===== src/rtl/npc_pkg.sv =====
// Shared types and helpers for the next-PC generator: FSM state encoding,
// default widths, and the sign-extend-and-add used for relative targets.
package npc_pkg;

   typedef enum logic [1:0] {
      ST_IDLE = 2'd0,
      ST_RUN  = 2'd1,
      ST_HALT = 2'd2
   } state_t;

   localparam int unsigned D_DEF     = 12;
   localparam int unsigned OFF_W_DEF = 8;
   localparam int unsigned LUT_A_DEF = 5;

   // Operands arrive zero-extended to 32 bits; the caller keeps the low D bits,
   // which gives the modulo 2**D wrap for free.
   function automatic logic [31:0] sext_add(input logic [31:0] base,
                                            input logic [31:0] off,
                                            input int unsigned off_w);
      logic        [31:0] shifted;
      logic signed [31:0] ext;
      shifted = off << (32 - off_w);
      ext     = $signed(shifted) >>> (32 - off_w);
      return base + $unsigned(ext);
   endfunction

endpackage


===== src/rtl/next_pc_unit_jump_lut.sv =====
// Writable jump table: synchronous write, combinational read, cleared on reset.
// A read of the address being written this cycle sees the old contents.
module jump_lut #(
   parameter int unsigned D     = 12,
   parameter int unsigned LUT_A = 5
) (
   input  logic             clk,
   input  logic             reset,
   input  logic             we,
   input  logic [LUT_A-1:0] waddr,
   input  logic [D-1:0]     wdata,
   input  logic [LUT_A-1:0] raddr,
   output logic [D-1:0]     rdata
);

   logic [D-1:0] mem [2**LUT_A];

   always_ff @(posedge clk) begin
      if (reset) begin
         for (int i = 0; i < 2**LUT_A; i++) mem[i] <= '0;
      end else if (we) begin
         mem[waddr] <= wdata;
      end
   end

   assign rdata = mem[raddr];

endmodule


===== src/rtl/next_pc_unit.sv =====
// Next-PC generator: run/halt FSM, combinational target select, jump table,
// and an optional return-address stack compiled in with NPC_RAS_EN.
//
// state   | meaning
// ST_IDLE | after reset, target = 0, waiting for start
// ST_RUN  | fetching; target chosen by halt/stall/ret/branch/increment priority
// ST_HALT | stopped, target holds prog_ctr until start
module next_pc_unit
   import npc_pkg::*;
#(
   parameter int unsigned D         = D_DEF,
   parameter int unsigned OFF_W     = OFF_W_DEF,
   parameter int unsigned LUT_A     = LUT_A_DEF,
   parameter int unsigned RAS_DEPTH = 4
) (
   input  logic             clk,
   input  logic             reset,
   input  logic             start,
   input  logic [D-1:0]     prog_ctr,
   input  logic             branch_en,
   input  logic             take,
   input  logic             jump_abs,
   input  logic [LUT_A-1:0] lut_idx,
   input  logic [OFF_W-1:0] rel_off,
   input  logic             call,
   input  logic             ret,
   input  logic             stall,
   input  logic             halt_req,
   input  logic             lut_we,
   input  logic [LUT_A-1:0] lut_waddr,
   input  logic [D-1:0]     lut_wdata,
   output logic [D-1:0]     target,
   output logic             running,
   output logic             done,
   output logic             ras_err
);

   state_t       state;
   logic [D-1:0] lut_rdata;
   logic [D-1:0] pc_inc;
   logic [D-1:0] pc_rel;
   logic [D-1:0] ret_target;
   logic [31:0]  rel_full;
   logic         taken;
   logic         unused_bits;

   assign taken    = branch_en & take;
   assign pc_inc   = prog_ctr + D'(1);
   assign rel_full = sext_add({{(32-D){1'b0}}, prog_ctr},
                              {{(32-OFF_W){1'b0}}, rel_off}, OFF_W);
   assign pc_rel   = rel_full[D-1:0];

   jump_lut #(.D(D), .LUT_A(LUT_A)) u_lut (
      .clk   (clk),
      .reset (reset),
      .we    (lut_we),
      .waddr (lut_waddr),
      .wdata (lut_wdata),
      .raddr (lut_idx),
      .rdata (lut_rdata)
   );

`ifdef NPC_RAS_EN
   localparam int unsigned PW = (RAS_DEPTH > 1) ? $clog2(RAS_DEPTH) : 1;
   localparam int unsigned CW = $clog2(RAS_DEPTH + 1);

   logic [D-1:0]  ras_mem [RAS_DEPTH];
   logic [PW-1:0] wr_ptr;
   logic [PW-1:0] top_ptr;
   logic [CW-1:0] count;
   logic          ras_empty;
   logic          run_free;
   logic          do_push;
   logic          do_pop;
   logic          underflow;
   logic          err_q;

   // wr_ptr is the next free slot; the stack wraps and overwrites the oldest.
   assign top_ptr   = (wr_ptr == '0) ? PW'(RAS_DEPTH - 1) : wr_ptr - PW'(1);
   assign ras_empty = (count == '0);
   assign run_free  = (state == ST_RUN) & ~halt_req & ~stall;
   assign do_pop    = run_free & ret & ~ras_empty;
   assign underflow = run_free & ret & ras_empty;
   assign do_push   = run_free & ~ret & taken & call;

   always_ff @(posedge clk) begin
      if (reset) begin
         wr_ptr <= '0;
         count  <= '0;
         err_q  <= 1'b0;
         for (int i = 0; i < RAS_DEPTH; i++) ras_mem[i] <= '0;
      end else begin
         if (do_push) begin
            ras_mem[wr_ptr] <= pc_inc;
            wr_ptr <= (wr_ptr == PW'(RAS_DEPTH - 1)) ? '0 : wr_ptr + PW'(1);
            if (count != CW'(RAS_DEPTH)) count <= count + CW'(1);
         end else if (do_pop) begin
            wr_ptr <= top_ptr;
            count  <= count - CW'(1);
         end
         if (underflow) err_q <= 1'b1;
      end
   end

   assign ret_target  = ras_empty ? pc_inc : ras_mem[top_ptr];
   assign ras_err     = err_q;
   assign unused_bits = ^rel_full[31:D];
`else
   assign ret_target  = pc_inc;
   assign ras_err     = 1'b0;
   assign unused_bits = ^rel_full[31:D] ^ call ^ (RAS_DEPTH == 0);
`endif

   always_ff @(posedge clk) begin
      if (reset) begin
         state <= ST_IDLE;
      end else begin
         case (state)
            ST_IDLE: if (start)    state <= ST_RUN;
            ST_RUN:  if (halt_req) state <= ST_HALT;
            ST_HALT: if (start)    state <= ST_RUN;
            default:               state <= ST_IDLE;
         endcase
      end
   end

   assign running = (state == ST_RUN);
   assign done    = (state == ST_HALT);

   always_comb begin
      target = '0;
      case (state)
         ST_RUN: begin
            if (halt_req)   target = prog_ctr;
            else if (stall) target = prog_ctr;
            else if (ret)   target = ret_target;
            else if (taken) target = jump_abs ? lut_rdata : pc_rel;
            else            target = pc_inc;
         end
         ST_HALT: target = prog_ctr;
         default: target = '0;
      endcase
   end

endmodule


===== config.mk =====
export PLATFORM = sky130hd
export DESIGN_NAME = next_pc_unit
export DESIGN_NICKNAME = d
export VERILOG_FILES = /design/src/rtl/npc_pkg.sv /design/src/rtl/next_pc_unit_jump_lut.sv /design/src/rtl/next_pc_unit.sv
export SDC_FILE = /design/constraint.sdc
export NUM_CORES = 1
export LEC_CHECK = 0
export BUFFER_PORTS_ARGS = -buffer_cell sky130_fd_sc_hd__buf_2
export CELL_PAD_IN_SITES_DETAIL_PLACEMENT = 2
export CELL_PAD_IN_SITES_GLOBAL_PLACEMENT = 2
export CORE_MARGIN = 2
export CORE_UTILIZATION = 41
export CTS_CLUSTER_SIZE = 28
export DETAILED_ROUTE_END_ITERATION = 8
export PLACE_DENSITY = 0.86
export SETUP_SLACK_MARGIN = 0.05
export SYNTH_ARGS = -nofsm -noshare
export SYNTH_HDL_FRONTEND = slang
export SYNTH_SLANG_ARGS = --single-unit

===== constraint.sdc =====
create_clock -name clk -period 2.1 [get_ports clk]
set_clock_uncertainty 0.1 [all_clocks]
set_input_delay 0.21 -clock clk [delete_from_list [all_inputs] [get_ports clk]]
set_output_delay 0.21 -clock clk [all_outputs]
set_load 0.02 [all_outputs]

# Yosys cells after proc, flatten, opt, wreduce, memory -nomap -nowiden
# Memories as Yosys holds them, arrays and structs flattened.
# Index checks and enable logic that the tools add are counted.
# word_totals
regBits	2
mem_bits_rw	384
elab_cells	30
memories	1
out_inout_bits	15
inputBits	53
# mem_list
memory	words	word_bits	rd	rd_ports_with_merged_regs	wr	line_no	text
u_lut.mem	32	12	1	0	32	next_pc_unit_jump_lut.sv:16	logic [D-1:0] mem [2**LUT_A];
# op_classes
n_reduce_logical	4
n_eq_ne	4
bitwise	1
n_mux	17
add_sub_neg	2
# ops
operator	n
two-way mux 12 bit	6
case mux 12 bit (2 select lines)	1
adder 12 x 1 -> 12 bit (second input constant)	1
adder 12 x 8 -> 12 bit	1
OR reduction 12 bit	1
two-way mux 1 bit	6
two-way mux 5 bit	1
two-way mux 2 bit	2
case mux 2 bit (2 select lines)	1
equality test 2 x 1 -> 1 bit (second input constant)	1
equality test 2 bit (second input constant)	1
logical NOT 2 bit	1
inequality test 2 x 1 -> 1 bit (second input constant)	1
inequality test 2 bit (second input constant)	1
AND reduction 2 bit	1
OR reduction 2 bit	1
AND 1 bit	1

# Longest topological paths before layout
# Gate-level depths: netlist (run 1).
# logic_depth
depth_word	7
mapped_depth	9
depth_no_buf	9

# Cells and area by module
# Synthesis (run 1) repeated with hierarchy kept, for this count alone.
# unflattened
hier_cells	1568
area_unflattened_um2	19612.6
# by_module_without_submodules
mod	area_each_um2	seq_area_each_um2	cells_per_inst	instances
jump_lut	18173.7	11531.1	1346	1
next_pc_unit	1438.9	40.0	222	1

# Least setup slack after synthesis (run 1)
# Ideal clock, no wire load.
# synth_timing
path_kind	input -> output
from	in prog_ctr[0]
to	out target[8]
t_required_ps	1790
stages	9
n_path_buf	0
arrival_time_ps	2173
path_slack_ps	-383
cell_sequence	ha_1 inv_1 fa_1 nand2b_1 a21oi_1 a211o_1 a21oi_1 o311a_1 a211oi_1
# synth_between
elab_chain_cells	7
elab_cells_between_ends	8
cone_classes	add/sub: 2; mux: 6
# synth_lines
element	line_no	text
start: declaration	next_pc_unit.sv:19	input logic [D-1:0] prog_ctr,
adder 12 x 8 -> 12 bit	npc_pkg.sv:24	return base + $unsigned(ext);
two-way mux 12 bit (2 in series)	next_pc_unit.sv:137	else if (taken) target = jump_abs ? lut_rdata : pc_rel;
two-way mux 12 bit (*)	next_pc_unit.sv:136	else if (ret) target = ret_target;
two-way mux 12 bit (*)	next_pc_unit.sv:135	else if (stall) target = prog_ctr;
two-way mux 12 bit (*)	next_pc_unit.sv:134	if (halt_req) target = prog_ctr;
case mux 12 bit (2 select lines) (*)	next_pc_unit.sv:132	case (state)
end: declaration	next_pc_unit.sv:32	output logic [D-1:0] target,
# Every way passes the cells marked *; elsewhere a longest branch is shown, timed or not.

# Worst setup path in the final report (run 1)
# layout_timing
from	mem u_lut.mem[15][5]
to	out target[5]
# layout_between
elab_chain_cells	7
# layout_lines
element	line_no
start: declaration	next_pc_unit_jump_lut.sv:16
memory (32 x 12 bit)	--
two-way mux 12 bit (2 in series)	next_pc_unit.sv:137
two-way mux 12 bit	next_pc_unit.sv:136
two-way mux 12 bit	next_pc_unit.sv:135
two-way mux 12 bit	next_pc_unit.sv:134
case mux 12 bit (2 select lines)	next_pc_unit.sv:132
# No other way between the ends.

==> impl_metrics.json, run 1 <==
{
  "seq_power_share": 0.489,
  "crit_fanout": 1,
  "nets": 1574,
  "grt_util_met1": 0.371,
  "cts_inserted_buffers": 42,
  "finalCritPeriodShare": 1.56,
  "io_buffers": 65,
  "htree_num_levels": 2,
  "crit_path_start_kind": "register",
  "r2r_end": "state[0]",
  "grt_pass1_vias": 14249,
  "min_path_cells": 3,
  "drt_iter0_markers": 1150,
  "path_common_cell": "mux4_2",
  "gr-usage-all-layers": 0.308,
  "final_antenna_net_count": 0,
  "reg2reg_from": "state[1]",
  "drc": 0,
  "tns_ps": -10630,
  "finalSetupViolCount": 12,
  "top_usage_layer": "met2",
  "yosys_warnings": 0,
  "netlist_area_mm2": 0.0190,
  "yosysSeqAreaShare": 0.608,
  "min_to": "state[0]",
  "ios": 68,
  "areaGrowthSynthToFinish_pct": 20.6,
  "hpwlAfterDp_mm": 48.1,
  "dieHeight_um": 220,
  "worstPathCellList": "mux4_2 > mux4_2 > mux2i_4 > buf_6 > nor3_1 > o31a_1 > buf_2",
  "slew_headroom": 0.450,
  "internal_power_mw": 13.8,
  "power_frac_comb": 0.122,
  "ff2ff_path_depth": 8,
  "synthFlopType": "edfxtp_1",
  "peakVddDrop_mv": 0.497,
  "wl_mm": 72.4,
  "rows": 78,
  "synth-edff-count": 384,
  "status": "finished, violations left",
  "syn-instance-count": 1333,
  "cts_buffer_depth": 3,
  "core_area_mm2": 0.0456,
  "max_cap_viol_count": 0,
  "leakage_nw": 8.34,
  "worst_pin_slew_ps": 826,
  "wl_per_cell_um": 33.9,
  "grt_max_degree": 33,
  "via_count": 12853,
  "die_w_um": 220,
  "grt_pass1_wl_mm": 104,
  "holdWs_ps": 215,
  "worst_setup_path_end_kind": "output port",
  "swShare": 0.257,
  "rsz0062_at_grt": "true",
  "clock_sinks": 386,
  "routed_via_density": 6.01,
  "grtUsageMet3": 0.0395,
  "power.density_mw_per_mm2": 809,
  "antenna_found_initial": 3,
  "yosys.area.top_type": "edfxtp_1",
  "place.gp.congestion": 0.916,
  "root_buffer": "clkbuf_16",
  "r2r_slack_ps": 150,
  "async_flop_share": 0,
  "synth.area.top_cells": "edfxtp_1 (61%), mux4_2 (13%), and2_1 (13%)",
  "hold_path.class": "primary input to register",
  "clk_latency_ps": 560,
  "clk_pin_slew_ps": 60,
  "synth_fp_nets": 1403,
  "hold_viol_final": 0,
  "arrival_ps": 2960,
  "failed_checks": "negative setup slack",
  "worstPathRequired_ps": 1790,
  "die_area_mm2": 0.0482,
  "cts_setup_buffers": 0,
  "layout_setup_ws_ps": -1170,
  "crit_type": "register to output port",
  "cp_slowest_cell": "mux4_2",
  "pwr-share-clk": 0.390,
  "final-max-slew-violation-count": 0,
  "layout-drive-gt1-share": 0.323,
  "synth_cell_types": 60,
  "drt_pass1_iterations": 7,
  "worstHoldStart": "reset",
  "p_switching_mw": 4.78,
  "met2_usage": 0.549,
  "fmax_mhz": 306,
  "syn_avg_cell_area_um2": 14.3,
  "cts_tree": "built",
  "synth-seq-cells": 386,
  "gr-total-overflow": 0,
  "start_util": 0.418,
  "slowest_delay_ps": 560,
  "yosysTopAreaCellShare": 0.605,
  "layout_min_cycle_time_ps": 3270
}
==> layer usage <==
| metal | vias to the layer above | share of wire | wire length [um] |
|---|---|---|---|
| met4 | 4 | 0.048 | 3460 |
| met1 | 6818 | 0.37 | 27000 |
| li1 | 5246 | - | - |
| met2 | 616 | 0.52 | 37600 |
| met5 | - | 0.00039 | 28 |
| met3 | 169 | 0.059 | 4300 |
==> cells by family after synthesis <==
logic type	Yosys count	synth area share
AOI/OAI and AO/OA	99	0.0349
xor gates and xnor gates	8	0.00368
adders and majority gates	17	0.0116
buffers and inverters	126	0.0280
DFF	386	0.608
muxes	122	0.138
other	1	0.000197
and+or+nand+nor	574	0.176
==> critical path: cells and delay by family, from the launching register on <==
kind                   cells  cell delay, ps
multiplexers               3            1310
AND/OR/NAND/NOR            1              40
AO/OA/AOI/OAI              1             300
buffers and inverters      2             300
flip-flops                 1             420
==> sequential cells by signal, summed over array words and instances, names as in the netlist <==
register   flops
state          2
u_lut.mem    384
==> power groups by stage <==
stage	sequential, mW	combinational [mW]	clock, mW
after floorplan	9.09	1.15	0
after global placement	9.13	1.99	0
after detailed placement	9.22	2.13	0
after CTS	9.07	2.22	7.27
after global routing	9.10	2.35	7.50
final	9.08	2.26	7.24
==> what timing repair did <==
action                                  CTS  global route
hold buffers                              2             0
gates resized for setup                  43            18
endpoints found under the setup margin   15            14
pin swaps                                22             9
hold endpoints to repair                  2             0
==> synth_stat cells, drive strengths merged, types with 3 or more instances <==
cell type / instances
clkbuf: 92
o21ai: 22
or3: 4
mux2i: 7
nor3: 6
o221ai: 3
a21oi: 18
inv: 10
ha: 16
nand3: 19
o211ai: 7
and2: 385
a221oi: 3
a22oi: 6
and3: 5
nor2b: 7
a31oi: 6
buf: 23
o21bai: 4
nand3b: 5
xnor2: 6
nand2b: 5
nand4: 4
mux4: 113
a21o: 6
a211oi: 5
or2: 33
o31a: 3
nor2: 54
edfxtp: 384
nand2: 40
==> layout make-up <==
class	instances	area (um^2)
Clock inverter	19	134
Multi-Input combinational cell	821	7280
Antenna cell	2	5.00
Fill cell	4211	22600
Inverter	11	41.3
Clock buffer	56	1140
Timing Repair Buffer	242	2040
Sequential cell	386	11600
Tap cell	600	751
==> how the worst max path moves through the flow <==
stage | start | end | depth (start not counted)
floorplan | lut_idx[0] | target[11] | 7
global placement | lut_idx[0] | target[11] | 8
detailed placement | lut_idx[0] | target[4] | 10
CTS | u_lut.mem[15][5] | target[5] | 7
global route | u_lut.mem[15][5] | target[5] | 7
finish | u_lut.mem[15][5] | target[5] | 7
==> cells in the final DEF, fill, tap and decap left out, drive strengths merged, types with 10 or more instances in the layout <==
cell type	Yosys	final
and2	385	385
edfxtp	384	384
buf	23	240
mux4	113	113
clkbuf	92	56
nor2	54	54
nand2	40	40
or2	33	33
o21ai	22	22
nand3	19	19
clkinv	1	19
a21oi	18	18
ha	16	16
inv	10	10
==> stage by stage <==
stage | area (um^2) | worst slack, ps | utilization | power (mW) | instances
after floorplan | 19300 | -178 | - | 10.2 | 1333
after detailed placement | 21400 | -768 | 0.470 | 11.3 | 2058
after global routing | 23000 | -1190 | 0.504 | 19.0 | 2135
final | 23000 | -1170 | 0.504 | 18.6 | 2137
after CTS | 22900 | -1220 | 0.502 | 18.6 | 2135
after global placement | 21400 | -636 | 0.470 | 11.1 | 2058
(Power assumes the default switching activity.)
==> run 2, diff against run 1 <==
- CELL_PAD_IN_SITES_DETAIL_PLACEMENT: 2 -> default
- CELL_PAD_IN_SITES_GLOBAL_PLACEMENT: 2 -> default
- CORE_UTILIZATION: 41 -> 45
- PLACE_DENSITY: 0.86 -> 0.74
==> impl_metrics.json, run 2 (synthesis gave the netlist of run 1 again) <==
{
  "status": "finished, violations left",
  "failed_checks": "negative setup slack",
  "rsz0062_at_grt": "true",
  "fmax_mhz": 336,
  "die_area_mm2": 0.0440,
  "wl_per_cell_um": 24.8,
  "io_buffers": 65,
  "r2r_slack_ps": 190,
  "core_area_mm2": 0.0419,
  "reg2reg_from": "state[1]",
  "finalCritPeriodShare": 1.42,
  "hpwlAfterDp_mm": 34.2,
  "routed_via_density": 5.78,
  "holdWs_ps": 15.0,
  "drc": 0,
  "nets": 1558,
  "die_w_um": 210,
  "drt_pass1_iterations": 5,
  "clock_sinks": 386,
  "hold_viol_final": 0,
  "areaGrowthSynthToFinish_pct": 18.3,
  "arrival_ps": 2660,
  "tns_ps": -8960,
  "crit_start": "u_lut.mem[7][8]",
  "grt_pass1_wl_mm": 76.0,
  "met2_usage": 0.398,
  "crit_path_start_kind": "register",
  "antenna_found_initial": 1,
  "worstHoldStart": "halt_req",
  "max_cap_viol_count": 0,
  "grt_pass1_vias": 12097,
  "antenna_cells": 0,
  "fill_cells": 3319,
  "worstPathRequired_ps": 1790,
  "via_count": 11863,
  "cts_buffer_depth": 3,
  "layout-drive-gt1-share": 0.306,
  "ios": 68,
  "gr-usage-all-layers": 0.234,
  "slew_headroom": 0.525,
  "grt_util_met1": 0.301,
  "final-max-slew-violation-count": 0,
  "wl_mm": 50.8,
  "dieHeight_um": 210,
  "worst_pin_slew_ps": 712,
  "peakVddDrop_mv": 0.482,
  "worst_setup_path_end_kind": "output port",
  "leakage_nw": 8.19,
  "layout_commonest_cell": "and2_1",
  "top_usage_layer": "met2",
  "layout_common_cells": "and2_1 (385), edfxtp_1 (384), buf_4 (143)",
  "gr-total-overflow": 0,
  "rows": 75,
  "root_buffer": "clkbuf_16",
  "power.density_mw_per_mm2": 777,
  "final_core_util": 0.538,
  "crit_type": "register to output port",
  "layout_min_cycle_time_ps": 2970,
  "top_register": "u_lut.mem",
  "largest_reg_flops": 384,
  "htree_num_levels": 2,
  "clk_pin_slew_ps": 60,
  "cts_inserted_buffers": 39,
  "final_antenna_net_count": 0,
  "cts_tree": "built",
  "crit_fanout": 1,
  "drt_iter0_markers": 1162,
  "finalSetupViolCount": 12,
  "grt_max_degree": 35,
  "place.gp.congestion": 0.899,
  "reg.largest.list": "u_lut.mem (384), state (2)",
  "start_util": 0.455,
  "clk_latency_ps": 520,
  "hold_path.class": "primary input to register",
  "grtUsageMet3": 0.0527,
  "layout_setup_ws_ps": -873
}
-- run 2: worst paths after layout --
| kind | to | cells past startpoint |
|---|---|---|
| hold reg to reg | state[0] | 3 |
| hold / removal | state[1] | 4 |
| setup reg to reg | state[0] | 8 |
| setup / recovery | target[8] | 6 |
-- run 2: final cells by class --
cell class | count | area [um^2] | share of cell area
sequential | 386 | 11600 | 0.514
clock buffer | 50 | 1060 | 0.0471
timing repair buffer | 229 | 1900 | 0.0843
multi-input combinational | 821 | 7170 | 0.318
clock inverter | 18 | 105 | 0.00467
inverter | 11 | 41.3 | 0.00183
tap | 539 | 674 | 0.0299
-- run 2: repair_timing --
item,in CTS,in global routing
setup endpoints to repair,12,13
resized for setup,21,13
hold buffers,1,0
hold endpoints to repair,2,0
setup buffers,0,4
pin swaps,15,9
-- run 2: per-stage QoR --
stage                     cell area, um^2  instances  total power [mW]  worst slack (ps)
final                               22500       2054              17.5              -873
after global routing                22500       2054              18.0              -937
after CTS                           22400       2050              17.5              -876
after detailed placement            21200       1981              11.1              -638
after global placement              21200       1981              11.1              -637
after floorplan                     19300       1333              10.2              -178
-- run 2: critical path, cell delays in order (launching register included) --
cell and delay, ps:
edfxtp_1 400, mux4_2 510, mux4_2 530, a22oi_2 260, o311a_1 260, a211oi_4 50
buf_6 140
-- run 2: power by group --
part	switching, mW	internal (mW)
sequential	0.130	8.88
combinational	1.12	0.908
clock	2.79	3.67
total	4.03	13.5
-- run 2: layer usage --
metal / share of wire / up-vias
li1: - / 5223
met1: 0.39 / 6017
met2: 0.50 / 535
met3: 0.086 / 88
met4: 0.030 / 0
met5: 0 / -
